File: src/rtl/lb_pkg.sv
// ---------------------------------------------------------------------------
// lb_pkg
// Shared types and helpers for the line-buffer controller.
//   lb_state_t : controller FSM states
//   KSIZE      : convolution kernel edge length (3x3 window)
//   cnt_w()    : counter width for a range of n values, never below 1 bit
// ---------------------------------------------------------------------------
package lb_pkg;

    typedef enum logic [1:0] {
        IDLE   = 2'd0,
        FILL   = 2'd1,
        ACTIVE = 2'd2,
        DONE   = 2'd3
    } lb_state_t;

    localparam int KSIZE = 3;

    // Width needed to count 0..n-1; guarded so tiny n never yields 0 bits.
    function automatic int cnt_w(input int n);
        return (n <= 2) ? 1 : $clog2(n);
    endfunction

endpackage

File: src/rtl/raster_counter.sv
// ---------------------------------------------------------------------------
// raster_counter
// Column/row position of the next pixel to be accepted in a raster frame.
//   clk, rst     : clock, synchronous active-high reset
//   inc          : advance one pixel (column wraps into the next row)
//   clr_to_col1  : start-of-frame pixel just taken as (0,0); next is (0,1)
//   col, row     : current position
//   last_col     : col is the final column of the row
//   last_pix     : position is the final pixel of the frame
// ---------------------------------------------------------------------------
module raster_counter
    import lb_pkg::*;
#(
    parameter int WIDTH  = 1280,
    parameter int HEIGHT = 960
) (
    input  logic                       clk,
    input  logic                       rst,
    input  logic                       inc,
    input  logic                       clr_to_col1,
    output logic [cnt_w(WIDTH)-1:0]    col,
    output logic [cnt_w(HEIGHT)-1:0]   row,
    output logic                       last_col,
    output logic                       last_pix
);

    localparam int CW = cnt_w(WIDTH);
    localparam int RW = cnt_w(HEIGHT);

    logic [CW-1:0] r_col;
    logic [RW-1:0] r_row;
    logic          w_last_row;

    assign w_last_row = (r_row == RW'(HEIGHT - 1));
    assign last_col   = (r_col == CW'(WIDTH - 1));
    assign last_pix   = last_col && w_last_row;
    assign col        = r_col;
    assign row        = r_row;

    // Position register; the final pixel wraps back to (0,0) so counters never exceed their range.
    always_ff @(posedge clk) begin
        if (rst) begin
            r_col <= CW'(0);
            r_row <= RW'(0);
        end else if (clr_to_col1) begin
            r_col <= CW'(1);
            r_row <= RW'(0);
        end else if (inc) begin
            if (last_col) begin
                r_col <= CW'(0);
                r_row <= w_last_row ? RW'(0) : (r_row + RW'(1));
            end else begin
                r_col <= r_col + CW'(1);
                r_row <= r_row;
            end
        end else begin
            r_col <= r_col;
            r_row <= r_row;
        end
    end

endmodule

File: src/rtl/line_buffer_ctrl.sv
// ---------------------------------------------------------------------------
// line_buffer_ctrl
// Sequences the two cascaded row line buffers feeding a 3x3 convolution
// window from a raster pixel stream.
//   clk, rst            : clock, synchronous active-high reset
//   pix_valid/sof/data  : incoming pixel stream (sof marks pixel (0,0))
//   pix_ready           : a pixel can be accepted this cycle
//   lb_en, lb_d_in      : line-buffer shift enable and data
//   win_valid/ready     : registered window handshake
//   win_col, win_row    : centre coordinate of the valid window
//   frame_done          : one-cycle pulse after the last pixel of a frame
// ---------------------------------------------------------------------------
module line_buffer_ctrl
    import lb_pkg::*;
#(
    parameter int WIDTH  = 1280,
    parameter int HEIGHT = 960,
    parameter int DEPTH  = 12
) (
    input  logic                      clk,
    input  logic                      rst,
    input  logic                      pix_valid,
    input  logic                      pix_sof,
    input  logic [DEPTH-1:0]          pix_data,
    output logic                      pix_ready,
    output logic                      lb_en,
    output logic [DEPTH-1:0]          lb_d_in,
    output logic                      win_valid,
    input  logic                      win_ready,
    output logic [cnt_w(WIDTH)-1:0]   win_col,
    output logic [cnt_w(HEIGHT)-1:0]  win_row,
    output logic                      frame_done
);

    localparam int CW = cnt_w(WIDTH);
    localparam int RW = cnt_w(HEIGHT);

    lb_state_t     r_state;
    lb_state_t     w_state_nxt;
    logic          r_win_valid;
    logic [CW-1:0] r_win_col;
    logic [RW-1:0] r_win_row;
    logic          r_frame_done;

    logic          w_pix_ready;
    logic          w_accept;
    logic          w_sof_acc;
    logic          w_counting;
    logic          w_inc;
    logic          w_new_win;
    logic [CW-1:0] w_col;
    logic [RW-1:0] w_row;
    logic          w_last_col;
    logic          w_last_pix;

    // Single output register with no skid buffer: stall input while a window waits.
    assign w_pix_ready = !r_win_valid || win_ready;
    assign w_accept    = pix_valid && w_pix_ready;
    assign w_sof_acc   = w_accept && pix_sof;
    assign w_counting  = (r_state == FILL) || (r_state == ACTIVE);
    // A sof pixel restarts the frame instead of advancing the old one.
    assign w_inc       = w_accept && !pix_sof && w_counting;
    // Window centre lags the incoming pixel by one row and one column.
    assign w_new_win   = w_accept && !pix_sof && (r_state == ACTIVE)
                         && (w_col >= CW'(KSIZE - 1));

    assign pix_ready  = w_pix_ready;
    assign lb_en      = w_accept && (pix_sof || (r_state != IDLE));
    assign lb_d_in    = pix_data;
    assign win_valid  = r_win_valid;
    assign win_col    = r_win_col;
    assign win_row    = r_win_row;
    assign frame_done = r_frame_done;

    raster_counter #(
        .WIDTH  (WIDTH),
        .HEIGHT (HEIGHT)
    ) u_raster_counter (
        .clk         (clk),
        .rst         (rst),
        .inc         (w_inc),
        .clr_to_col1 (w_sof_acc),
        .col         (w_col),
        .row         (w_row),
        .last_col    (w_last_col),
        .last_pix    (w_last_pix)
    );

    // FSM state register.
    always_ff @(posedge clk) begin
        if (rst) begin
            r_state <= IDLE;
        end else begin
            r_state <= w_state_nxt;
        end
    end

    // Next-state logic; an accepted sof overrides every state, including the final pixel.
    always_comb begin
        w_state_nxt = r_state;
        if (w_sof_acc) begin
            w_state_nxt = FILL;
        end else begin
            case (r_state)
                IDLE: begin
                    w_state_nxt = IDLE;
                end
                FILL: begin
                    // Two full rows buffered once the second row's last column lands.
                    if (w_inc && w_last_col && (w_row == RW'(KSIZE - 2))) begin
                        w_state_nxt = ACTIVE;
                    end else begin
                        w_state_nxt = FILL;
                    end
                end
                ACTIVE: begin
                    if (w_inc && w_last_pix) begin
                        w_state_nxt = DONE;
                    end else begin
                        w_state_nxt = ACTIVE;
                    end
                end
                DONE: begin
                    w_state_nxt = IDLE;
                end
                default: begin
                    w_state_nxt = IDLE;
                end
            endcase
        end
    end

    // Window output register: load on a new window, drop once consumed, else hold.
    always_ff @(posedge clk) begin
        if (rst) begin
            r_win_valid <= 1'b0;
            r_win_col   <= CW'(0);
            r_win_row   <= RW'(0);
        end else if (w_new_win) begin
            r_win_valid <= 1'b1;
            r_win_col   <= w_col - CW'(1);
            r_win_row   <= w_row - RW'(1);
        end else if (win_ready) begin
            r_win_valid <= 1'b0;
            r_win_col   <= r_win_col;
            r_win_row   <= r_win_row;
        end else begin
            r_win_valid <= r_win_valid;
            r_win_col   <= r_win_col;
            r_win_row   <= r_win_row;
        end
    end

    // frame_done is high exactly while the FSM sits in DONE.
    always_ff @(posedge clk) begin
        if (rst) begin
            r_frame_done <= 1'b0;
        end else begin
            r_frame_done <= (w_state_nxt == DONE);
        end
    end

endmodule
File: config.mk
export PLATFORM = sky130hd
export DESIGN_NAME = line_buffer_ctrl
export DESIGN_NICKNAME = d
export VERILOG_FILES = /design/src/rtl/lb_pkg.sv /design/src/rtl/raster_counter.sv /design/src/rtl/line_buffer_ctrl.sv
export SDC_FILE = /design/constraint.sdc
export NUM_CORES = 1
export LEC_CHECK = 0
export ABC_AREA = 0
export BUFFER_PORTS_ARGS = -buffer_cell sky130_fd_sc_hd__buf_2
export CAP_MARGIN = 40
export CORE_MARGIN = 2
export CORE_UTILIZATION = 59
export CTS_CLUSTER_SIZE = 12
export DETAILED_ROUTE_END_ITERATION = 8
export PLACE_DENSITY = 0.85
export SYNTH_ARGS = -nofsm -noshare
export SYNTH_HDL_FRONTEND = slang
export SYNTH_HIERARCHICAL = 1
export SYNTH_SLANG_ARGS = --single-unit
File: constraint.sdc
create_clock -name clk -period 4.8 [get_ports clk]
set_input_delay 1.44 -clock clk [delete_from_list [all_inputs] [get_ports clk]]
set_output_delay 1.44 -clock clk [all_outputs]
set_load 0.03 [all_outputs]
==> implementation parameters <==
Parameter                              Value

Critical path
  Worst R2R Setup Slack    2040 ps
  Crit. End Element    primary output
  RR Startpoint    r_state[0]$_SDFF_PP0_
  Worst reg2reg path depth    8
  Data arrival time of the worst path    2100 ps
  Reg-to-reg endpoint    u_raster_counter/row[9]$_SDFFE_PP0P_
  Largest fanout on the critical path    6
  Worst Path Required    3360 ps
  Startpoint type of the worst setup path    input port
  Setup CP Type    input port to primary output

Route
  Detailed router's first-iteration violation count    128
  Pre-Repair DR Iteration Count    5
  DRC viols    0
  Overall routed net length    5680 um
  Detail-routed via count per cell    6.34
  Number of routed nets with antenna violations    0
  Detail-routed net length per standard cell    15.7 um
  Number of vias in the routed layout    2289

Clocking
  Number of cells upsized or downsized after cts    0
  Post-CTS repair timing setup buffer count    0
  Max Root-Sink Buffers    2
  Number of hold buffers added after cts    0
  Total number of clock tree sinks    46
  Htree depth    2
  Number of buffers inserted during clock tree synthesis    5
  Clock transition at the registers of the reported paths    80 ps
  Clock tree root buffer cell    clkbuf_8
  Insertion delay to the later sink of the worst-skew pair    300 ps
  TritonCTS clock tree    built

Min path
  Endpoint of the worst hold path    win_col[9]$_SDFFE_PP0P_
  HP Class    flip-flop to flip-flop
  Number of instances on the worst hold path    2
  Hold Path Origin    win_col[9]$_SDFFE_PP0P_

Yosys
  Synth async-reset ratio    0%
  Synth Instances    302
  Number of nets produced by synthesis    328
  Largest cells by area after synthesis    dfxtp_1, a21oi_1, xnor2_1, ha_1, nand2_1
  Cell accounting for the most synthesized area    dfxtp_1
  Commonest register cell after synthesis    dfxtp_1
  Most frequent cell after synthesis    dfxtp_1
  Synth Warn #    6
  Number of different library cells in the post-synthesis netlist    42
  Sequential share of the synthesized area    36.2%
  Top cell types by occurrence after synthesis    dfxtp_1, a21oi_1, nand2_1
  EDFF count, synth    0
  Post-synthesis average cell area    8.42 um^2
  Yosys top cell area share    36.2%
  Synthesized area    0.00254 mm^2
  Number of flip-flops and latches in the synthesized netlist    46

Placed design
  Placer Congestion    0.893
  Port bufs    29
  Area of placed instances    0.00259 mm^2
  Detailed placement HPWL    3900 um

Power and ir drop
  Post-layout power    653 uW
  Leak Pwr    1.00 nW
  Worst VDD drop    0.000130 V
  Power density over the cells    244 mW/mm^2

Floorplanning
  Number of rows in the core area    23
  Overall die area    0.00485 mm^2
  Initial cell density of the core    62.2%
  Chip height    69.6 um
  Ports placed on the boundary    54
  Core Footprint    0.00409 mm^2
  Die extent in x    69.6 um

Flow run
  Number of violations of the max-capacitance limit    0

Timing
  Unrepaired setup endpoints after global routing    no
  Tcrit/Tclk final    73.8%
  Final period demand of the worst path    3540 ps
  Final-report hold violation count    0
  Actual slew at the worst max-slew pin    861 ps
  Fin Setup TNS    0 ps
  Slew Limit Headroom    42.6%
  Worst setup skew after layout    4.27 ps
  F_max    282 MHz
  Max-slew violations    0
  Final setup viols    0

Cells and area
  Count of filler cells inserted in the layout    354
  Count of inserted antenna diode cells    0
  Cell area after layout    0.00267 mm^2
  Share of cells above drive strength 1    17.7%
  Net count of the finished layout    338
  Synth-to-Final Area Change    5.12%

Status
  Result of the run    complete, no violations

GRT
  Via count of the first global-routing pass    2049
  GR Util All Layers    23.9%
  Overall overflow remaining after global route    0
  Pin count of the biggest net entering global routing    29
  Global-route wire length before repair    9490 um
  Number of antenna violations at the first check in global routing    0
-- sequential cells by signal, indices dropped and copies added (netlist names) --
register,count
win_col,11
r_state,2
u_raster_counter/col,11
u_raster_counter/row,10
win_row,10
win_valid,1
frame_done,1
-- how the worst max path moves through the flow --
stage | from | endpoint | slack, ps
floorplan | win_ready | lb_en | 980
global placement | win_ready | u_raster_counter/row[9]$_SDFFE_PP0P_ | 1170
detailed placement | win_ready | u_raster_counter/row[9]$_SDFFE_PP0P_ | 1050
CTS | win_ready | lb_en | 1240
global route | win_ready | u_raster_counter/row[9]$_SDFFE_PP0P_ | 1130
finish | win_ready | lb_en | 1260
-- cell families (layout without fill, tap and decap cells) --
group                      after synthesis  after routing  synth area share, %
adders and majority gates                9              9                 4.43
and+or+nand+nor                        115            115                 24.5
AOI/OAI and AO/OA                       73             73                 19.5
xor gates and xnor gates                21             21                 7.23
buffers and inverters                   38             47                 8.07
DFF                                     46             46                 36.2
-- cells in the final DEF (no fill, tap or decap), drive strengths merged, types with 2 or more instances in the layout --
master | Yosys | layout
a211oi | 17 | 17
or2 | 2 | 2
inv | 12 | 12
buf | 16 | 29
clkbuf | 10 | 6
nor3 | 9 | 9
nor4 | 5 | 5
a21oi | 36 | 36
nor2 | 21 | 21
a311oi | 3 | 3
dfxtp | 46 | 46
or3 | 9 | 9
nand2 | 28 | 28
nand3 | 13 | 13
ha | 9 | 9
xnor2 | 13 | 13
or4b | 3 | 3
nand4 | 6 | 6
and4 | 4 | 4
o31ai | 2 | 2
xor2 | 8 | 8
nand2b | 3 | 3
o22ai | 3 | 3
o21ai | 9 | 9
or4 | 6 | 6
-- layout make-up --
| cell class | count | area (um^2) | share of cell area [%] |
|---|---|---|---|
| clock buffers | 6 | 82.6 | 3.09 |
| well taps | 50 | 62.6 | 2.34 |
| multi-input cells | 218 | 1420 | 53.0 |
| repair buffers | 29 | 145 | 5.43 |
| inverters | 12 | 45.0 | 1.69 |
| flip-flops and latches | 46 | 921 | 34.5 |
-- stage by stage --
stage               instances  setup WS, ps  hold WS, ps  utilization (%)
finish                    361          1260          517             65.4
global route              361          1130          534             65.4
CTS                       361          1240          516             65.4
floorplan                 302           980          480                -
detailed placement        355          1050          501             63.4
global placement          355          1170          498             63.4
-- where the power goes --
part	total (mW)	switching (mW)	internal (mW)
sequential	0.385	0.00227	0.382
clock	0.234	0.123	0.111
combinational	0.0344	0.0236	0.0109
-- metal layers --
| metal | share of wire (%) | track usage (%) |
|---|---|---|
| met5 | 0 | 0 |
| met1 | 45 | 30.7 |
| met4 | 1.4 | 8.76 |
| met3 | 7.1 | 5.23 |
| met2 | 47 | 39.4 |
-- critical path, cell delays in order --
cell,delay [ps]
buf_2,70
nand2b_1,190
nand2_1,90
a21oi_1,110
buf_2,200
Note: power is estimated with default switching activity, not from simulation.
